**config.mk**
```make
export PLATFORM = sky130hd
export DESIGN_NAME = free_index_allocator
export DESIGN_NICKNAME = d
export VERILOG_FILES = /design/src/rtl/free_index_allocator_pkg.sv /design/src/rtl/free_index_allocator_next_free_index_comb.sv /design/src/rtl/free_index_allocator.sv
export SDC_FILE = /design/constraint.sdc
export NUM_CORES = 1
export LEC_CHECK = 0
export BUFFER_PORTS_ARGS = -buffer_cell sky130_fd_sc_hd__buf_2
export CORE_MARGIN = 4
export CORE_UTILIZATION = 50
export DETAILED_ROUTE_END_ITERATION = 8
export PLACE_DENSITY = 0.76
export SYNTH_ARGS = -nofsm -noshare
export SYNTH_HDL_FRONTEND = slang
export SYNTH_SLANG_ARGS = --single-unit
```
**constraint.sdc**
```tcl
create_clock -name clk -period 4.4 [get_ports clk]
set_input_delay 0.44 -clock clk [delete_from_list [all_inputs] [get_ports clk]]
set_output_delay 0.44 -clock clk [all_outputs]
set_load 0.005 [all_outputs]
```
**src/rtl/free_index_allocator_pkg.sv**
```systemverilog
// Shared packet-table types and helpers for the free-index allocator.
// Holds the default entry-table depth and a width-agnostic popcount.
package free_index_allocator_pkg;

    // Default depth of the packet controller's entry table.
    localparam int PKT_TABLE_ENTRIES = 8;

    // Widest bitmap popcount() accepts; narrower vectors are zero-extended.
    localparam int POPCOUNT_MAX_W = 256;

    // Number of set bits in vec.
    function automatic int unsigned popcount(input logic [POPCOUNT_MAX_W-1:0] vec);
        int unsigned n;
        n = 0;
        for (int i = 0; i < POPCOUNT_MAX_W; i++) begin
            n += 32'(vec[i]);
        end
        return n;
    endfunction

endpackage

```
**src/rtl/free_index_allocator_next_free_index_comb.sv**
```systemverilog
// next_free_index_comb: combinational highest-set-bit picker over a
// free-slot bitmap. found is the OR of the bitmap; index is 0 when empty.
module next_free_index_comb #(
    parameter  int NUM_ENTRIES = 8,
    localparam int IDX_W       = $clog2(NUM_ENTRIES)
) (
    input  logic [NUM_ENTRIES-1:0] bitmap,
    output logic                   found,
    output logic [IDX_W-1:0]       index
);

    // Scan upward so the highest set bit is the last one written.
    // NOTE: every output gets a default first so no latch is inferred.
    always_comb begin
        found = 1'b0;
        index = '0;
        for (int i = 0; i < NUM_ENTRIES; i++) begin
            if (bitmap[i]) begin
                found = 1'b1;
                index = IDX_W'(i);
            end
        end
    end

endmodule

```
**src/rtl/free_index_allocator.sv**
```systemverilog
// free_index_allocator: owns the free-slot bitmap of the packet entry table.
// Offers the highest free index over valid/ready, accepts NUM_FREE_PORTS
// returns per cycle and reports a registered free count.
// Optional: define FREE_INDEX_ALLOCATOR_DOUBLE_FREE_CHECK_EN to add the
// sticky double_free_err flag.
module free_index_allocator
    import free_index_allocator_pkg::*;
#(
    parameter  int NUM_ENTRIES    = PKT_TABLE_ENTRIES,
    parameter  int NUM_FREE_PORTS = 2,
    localparam int IDX_W          = $clog2(NUM_ENTRIES),
    localparam int CNT_W          = $clog2(NUM_ENTRIES + 1)
) (
    input  logic                              clk,
    input  logic                              rst,
    output logic                              alloc_valid,
    input  logic                              alloc_ready,
    output logic [IDX_W-1:0]                  alloc_index,
    input  logic [NUM_FREE_PORTS-1:0]         free_valid,
    input  logic [NUM_FREE_PORTS*IDX_W-1:0]   free_index,
    output logic [CNT_W-1:0]                  free_count,
`ifdef FREE_INDEX_ALLOCATOR_DOUBLE_FREE_CHECK_EN
    output logic                              double_free_err,
`endif
    output logic                              all_free
);

    typedef logic [IDX_W-1:0] alloc_idx_t;

    logic [NUM_ENTRIES-1:0]    free_bitmap;
    logic [NUM_ENTRIES-1:0]    bitmap_next;
    logic [POPCOUNT_MAX_W-1:0] bitmap_next_ext;
    alloc_idx_t                pick_index;
    logic                      pick_found;

    next_free_index_comb #(
        .NUM_ENTRIES (NUM_ENTRIES)
    ) u_pick (
        .bitmap (free_bitmap),
        .found  (pick_found),
        .index  (pick_index)
    );

    assign alloc_valid = pick_found;
    assign alloc_index = pick_index;
    assign all_free    = (free_count == CNT_W'(NUM_ENTRIES));

    // Next bitmap: clear the granted bit, then apply returns so a free of
    // the index being granted this cycle leaves it set.
    always_comb begin
        bitmap_next = free_bitmap;
        if (alloc_valid && alloc_ready) begin
            bitmap_next[alloc_index] = 1'b0;
        end
        for (int p = 0; p < NUM_FREE_PORTS; p++) begin
            if (free_valid[p] && (int'(free_index[p*IDX_W +: IDX_W]) < NUM_ENTRIES)) begin
                bitmap_next[free_index[p*IDX_W +: IDX_W]] = 1'b1;
            end
        end
        bitmap_next_ext                  = '0;
        bitmap_next_ext[NUM_ENTRIES-1:0] = bitmap_next;
    end

    // Register the bitmap and its popcount; reset marks every entry free.
    // NOTE: state registers use non-blocking assignments only.
    always_ff @(posedge clk or posedge rst) begin
        if (rst) begin
            free_bitmap <= '1;
            free_count  <= CNT_W'(NUM_ENTRIES);
        end else begin
            free_bitmap <= bitmap_next;
            free_count  <= CNT_W'(popcount(bitmap_next_ext));
        end
    end

`ifdef FREE_INDEX_ALLOCATOR_DOUBLE_FREE_CHECK_EN
    logic double_free_hit;

    // Flag a return of an already-free entry, or two ports returning the
    // same entry in one cycle; judged against the pre-edge bitmap.
    always_comb begin
        double_free_hit = 1'b0;
        for (int p = 0; p < NUM_FREE_PORTS; p++) begin
            if (free_valid[p] && (int'(free_index[p*IDX_W +: IDX_W]) < NUM_ENTRIES)) begin
                if (free_bitmap[free_index[p*IDX_W +: IDX_W]]) begin
                    double_free_hit = 1'b1;
                end
                for (int q = 0; q < p; q++) begin
                    if (free_valid[q] &&
                        (free_index[q*IDX_W +: IDX_W] == free_index[p*IDX_W +: IDX_W])) begin
                        double_free_hit = 1'b1;
                    end
                end
            end
        end
    end

    // Sticky error flag, cleared only by reset.
    always_ff @(posedge clk or posedge rst) begin
        if (rst) begin
            double_free_err <= 1'b0;
        end else if (double_free_hit) begin
            double_free_err <= 1'b1;
        end
    end
`endif

endmodule

```
# == Word-level counts from Yosys, hierarchy flattened ==
# Index checks and enable logic that the tools add are counted.
# W data, S select, Z words.
# op_classes
reduce_logical,4
mux,24
order_cmp,6
n_eq_ne,1
add_sub_neg,7
n_bitwise,4
# op_table
cell,n
$mux W8,3
$add A4 B1 Y4,4
$or A8 B8 Y8,2
$lt A3 B4 Y1 const B,3
$mux W1,12
$mux W3,4
$demux W1 S3,3
$ge A3 B1 Y1 const B,3
$and A8 B8 Y8,1
$not A8 Y8,1
$add A3 B1 Y4,1
$eq A4 B4 Y1 const B,1
$logic_and A1 B1 Y1,4
$mux W2,2
$add A2 B1 Y3,1
$add A1 B1 Y2,1
# totals
input_bits,11
output_inout_bits,9
reg_bits,12
wordCells,48

# == Depth between registers and ports, before layout ==
# depth
word_depth,25
mapped_depth,12
depth_no_buf,12

# == Hierarchy ==
# From an unflattened synthesis, not the netlist that was laid out.
# hier_totals
cells_unflattened,85
area_unflattened_um2,842.1
# modules_own_cells
module,seq_area_each_um2,area_each_um2,cells_each,n_inst
free_index_allocator,311.5,784.5,73,1
next_free_index_comb,0.0,57.6,12,1

# == Worst setup path after synthesis ==
# OpenSTA, ideal clock, no wires.
# synth_timing
path_type,reg2reg
from,reg free_bitmap[4]
to,reg free_count[2]
path_buffers,0
path_slack_ps,1032
required_ps,4277
setup_ps,123
arrival_time_ps,3246
path_stages_with_launch,13
synth_period_minus_slack_ps,3368
path_cell_list,dfstp_2 > nor4_4 > nand3_1 > a21o_1 > fa_1 > fa_1 > inv_1 > fa_1 > inv_1 > ha_1 > inv_1 > fa_1 > xnor2_1
# synth_via
elab_chain_len,22
word_cells_on_any_way,28
classes_between,add/sub: 7; order compare: 2; mux: 13; bitwise: 4; reduce/logical: 2
# synth_lines
item,line,text
"start, declared",free_index_allocator.sv:30,logic [NUM_ENTRIES-1:0] free_bitmap;
"start signal, assigned",free_index_allocator.sv:71,free_bitmap <= bitmap_next;
$mux W3 (4 in series),free_index_allocator_next_free_index_comb.sv:18,if (bitmap[i]) begin
$lt A3 B4 Y1 (not written as such) / $ge A3 B1 Y1 (equally long branches),free_index_allocator.sv:53,bitmap_next[alloc_index] = 1'b0;
$logic_and A1 B1 Y1 (not written as such),free_index_allocator.sv:53,
$mux W1 (not written as such),free_index_allocator.sv:53,
$demux W1 S3,free_index_allocator.sv:53,
$not A8 Y8 (no line),-,
$and A8 B8 Y8 (no line),-,
$mux W8 *,free_index_allocator.sv:52,if (alloc_valid && alloc_ready) begin
$or A8 B8 Y8 (no line),-,
$mux W8 *,free_index_allocator.sv:56,if (free_valid[p] && (int'(free_index[p*IDX_W +: IDX_W]) < NUM_ENTRIES)) begin
$or A8 B8 Y8 (no line),-,
$mux W8 *,free_index_allocator.sv:56,
via bitmap_next[0],free_index_allocator.sv:31,logic [NUM_ENTRIES-1:0] bitmap_next;
$add A1 B1 Y2 *,free_index_allocator_pkg.sv:16,n += 32'(vec[i]);
$add A2 B1 Y3 *,free_index_allocator_pkg.sv:16,
$add A3 B1 Y4 *,free_index_allocator_pkg.sv:16,
$add A4 B1 Y4 * (4 in series),free_index_allocator_pkg.sv:16,
"end signal, assigned",free_index_allocator.sv:69,free_count <= CNT_W'(NUM_ENTRIES);
"end signal, assigned",free_index_allocator.sv:72,free_count <= CNT_W'(popcount(bitmap_next_ext));
"end, declared",free_index_allocator.sv:21,"output logic [CNT_W-1:0] free_count,"
# Mark *: on every way through the listed nets, which the timed path passes. The rest lies on a longest branch.

# == Worst setup path in the final report ==
# layout_timing
from,reg free_bitmap[4]
to,reg free_count[1]
# The elaborated chain is that of the path after synthesis.

==> impl_summary.txt <==
----------------------------------------------------
[Yosys]
  Part of the Yosys area used for sequential elements ... 39.0%
  Mapped cell area ... 798 um2
  Syn Nets ... 98
  Synthesized instance count ... 80
  Area share of the largest cell type after synthesis ... 29.6%
  Yosys warnings ... 0
  Total of flip-flops plus latches after synthesis ... 12
  Dominant cells by area after synthesis ... dfstp_2 (30%), fa_1 (10%), dfrtp_1 (9.4%)
  Avg Cell Area, Syn ... 9.98 um2
  Leading area contributor after synthesis ... dfstp_2
  Count of distinct cell types in the synthesized netlist ... 31

[Timing]
  Tightest Pin Transition ... 0.726 ns
  Share of the cycle needed by the critical path after routing ... 81.9%
  Count of endpoints failing setup in the final report ... 0
  Setup total negative slack ... 0 ns
  Unrepaired setup endpoints after global routing ... false
  Smallest setup slack after layout ... 0.797 ns
  Peak clock frequency supported by timing ... 0.278 GHz
  Max-slew violation count ... 0
  Worst clock skew ... 0.00457 ns
  Worst relative slew slack ... 51.0%
  Final number of hold-violating endpoints ... 0
  Post-route minimum period ... 3.60 ns

[Setup path]
  Critical-path top delay cell ... fa_1
  Largest driver fanout on the critical path ... 6
  Data required time at the worst endpoint ... 4.58 ns
  Data arrival, critical path ... 3.78 ns
  Nature of the critical path endpoint ... register
  CP max stage delay ... 0.49 ns
  Kind of critical path ... reg2reg
  Type of origin of the critical path ... register
  Worst setup slack for register-to-register paths ... 0.80 ns
  List of cells traversed by the critical path ... nor4_4, nand3_1, a21o_1, fa_1, fa_1, inv_1, fa_1, inv_1, ha_1, inv_1, fa_1, inv_1

[CTS]
  Number of gates given a new drive strength after cts ... 0
  TritonCTS clock tree ... yes
  Hold bufs inserted after CTS ... 0
  CTS Root Cell ... clkbuf_4
  Setup Buffers After CTS ... 0
  Maximum buffer depth of the clock tree ... 2
  Clock latency reported for the late side of the worst-skew pair ... 0.27 ns
  Number of clock sinks seen by CTS ... 12
  Clock slew at the register clock pins of the worst setup and hold paths ... 0.07 ns
  Number of buffers created by CTS ... 3
  H-tree depth ... 1

[Detailed routing]
  Via Count ... 682
  Detailed router's first-iteration violation count ... 23
  Total detailed-routing wirelength ... 1700 um
  Routed wire per std cell ... 14.3 um
  Number of nets with antenna violations after routing ... 0
  Vias/cell ... 5.73
  Number of detailed-route iterations in the first pass ... 4
  Residual DRC count ... 0

[Floorplanning]
  # IOs ... 20
  Floorplan core area ... 1510 um2
  Vertical extent of the die ... 48.0 um
  Number of rows created at floorplan ... 14
  Initial core utilization ... 53.0%
  Die width ... 48.0 um
  Die area ... 2300 um2

[Outcome]
  Result of the run ... complete, no violations

[Power and ir drop]
  Largest vdd supply drop ... 0.423 mV
  Total power density per cell area ... 590 nW/um2
  Leak Pwr ... 0.433 nW

[Layout]
  Sequential cell area ... 312 um2
  Post-route cell area ... 950 um2
  N_diodes ... 0
  Layout fillers ... 130
  Final net count ... 122
  Fraction of final layout cells sized beyond drive strength 1 ... 35.0%
  Multi-input gate area in the final layout ... 438 um2
  Layout overhead on the synthesized area ... 19.0%

[Placed design]
  HPWL after detailed placement ... 1430 um
  Post-Place Setup Slack ... 0.784 ns
  Total cell area at the placement stage ... 913 um2
  Gpl congestion ... 0.780
  Count of buffers inserted at the top-level ports ... 19

[Global route]
  Pin count of the biggest net entering global routing ... 13
  Global router's overall resource usage ... 17.9%
  First-pass GRT wire length ... 2680 um
  Vias in the first global route ... 605
  Number of antenna violations at the first check in global routing ... 0
  Total congestion overflow ... 0

[Flow run]
  Count of maximum capacitance violations ... 0

[Hold path]
  Worst min-delay path class ... in2async

----------------------------------------------------
per-layer routing:
metal  global-route usage [%]  part of all wire (%)
met4                     4.84                  0.94
met1                     22.4                    41
met3                     5.64                   5.2
met5                        0                     0
met2                     29.8                    53
synth_stat cells, drive strengths merged:
| cell | number |
|---|---|
| o221ai | 2 |
| nor2b | 1 |
| a21o | 4 |
| fa | 4 |
| nand2 | 5 |
| o32ai | 2 |
| nand4b | 1 |
| nand3 | 2 |
| nor4b | 1 |
| or2 | 1 |
| o22ai | 1 |
| dfrtp | 3 |
| nor4 | 1 |
| nor3 | 2 |
| nor3b | 1 |
| dfstp | 9 |
| nor2 | 2 |
| ha | 3 |
| a31oi | 1 |
| nand3b | 2 |
| nand2b | 6 |
| o311ai | 1 |
| o21ai | 1 |
| xnor2 | 1 |
| or3 | 1 |
| a21oi | 4 |
| and3 | 1 |
| nand4 | 2 |
| inv | 13 |
| o31ai | 2 |
layout by cell type, fill, tap and decap left out:
cell,netlist,layout
o31ai_1,2,2
nor3b_1,1,1
dfrtp_1,3,3
nand3_1,2,2
o21ai_0,1,1
buf_2,0,19
or3_1,1,1
a21o_1,2,2
a31oi_1,1,1
nor4b_1,1,1
a21o_2,2,2
o22ai_1,1,1
a21oi_1,4,4
o32ai_1,2,2
o311ai_0,1,1
nand4_1,2,2
clkbuf_8,0,1
nand4b_1,1,1
o221ai_1,2,2
clkbuf_4,0,3
nand2b_1,6,6
xnor2_1,1,1
nand2_1,5,5
nor2_1,2,2
nand3b_1,2,2
fa_1,4,4
nor3_1,2,2
dfstp_2,9,9
nor2b_1,1,1
nor4_4,1,1
ha_1,3,3
and3_1,1,1
inv_1,13,13
or2_2,1,1
path summary, 6_finish.rpt:
check,endpoint,from,cells after the start
min,free_count[1],rst,2
max in group asynchronous,free_bitmap[3],rst,2
min reg2reg,free_bitmap[0],free_bitmap[0],1
min in group clk,free_bitmap[3],free_index[3],3
max reg2reg,free_count[1],free_bitmap[4],12
max,free_count[1],free_bitmap[4],12
through the flow:
stage | hold slack, ns | total power [mW] | util (%) | instances
floorplan | 0.298 | 0.387 | - | 80
global placement | 0.453 | 0.458 | 60.6 | 115
detailed placement | 0.462 | 0.482 | 60.6 | 115
CTS | 0.155 | 0.575 | 63.0 | 119
global route | 0.178 | 0.627 | 63.0 | 119
finish | 0.158 | 0.560 | 63.0 | 119
registers in the layout, indices dropped and copies added (netlist names):
signal       count
free_bitmap      8
free_count       4
report_power, final:
part	leakage, nW	internal (mW)	total (mW)	switching, mW
clock	0.0210	0.0503	0.0864	0.0361
combinational	0.283	0.132	0.283	0.150
sequential	0.129	0.164	0.191	0.0267
critical path: cells and delay by family, from the launching register on:
family | cells | cell delay [ns]
adder cells (fa/ha/maj) | 5 | 2.10
AND/OR/NAND/NOR | 2 | 0.55
AO/OA/AOI/OAI | 1 | 0.23
buffers and inverters | 4 | 0.23
flip-flops | 1 | 0.40
layout make-up:
class                           instances  area share (%)
Clock buffer                            4            3.82
Inverter                               13            5.14
Multi-Input combinational cell         55            46.1
Sequential cell                        12            32.8
Tap cell                               16            2.11
Timing Repair Buffer                   19            10.0
kinds of logic (layout without fill, tap and decap cells):
logic type	count (synthesis)	in the layout	synth area share, %
buffers and inverters	13	36	6.11
and+or+nand+nor	29	29	22.9
AOI/OAI and AO/OA	18	18	16.1
xor gates and xnor gates	1	1	1.10
DFF	12	12	39.0
adders and majority gates	7	7	14.7
(Power assumes the default switching activity.)
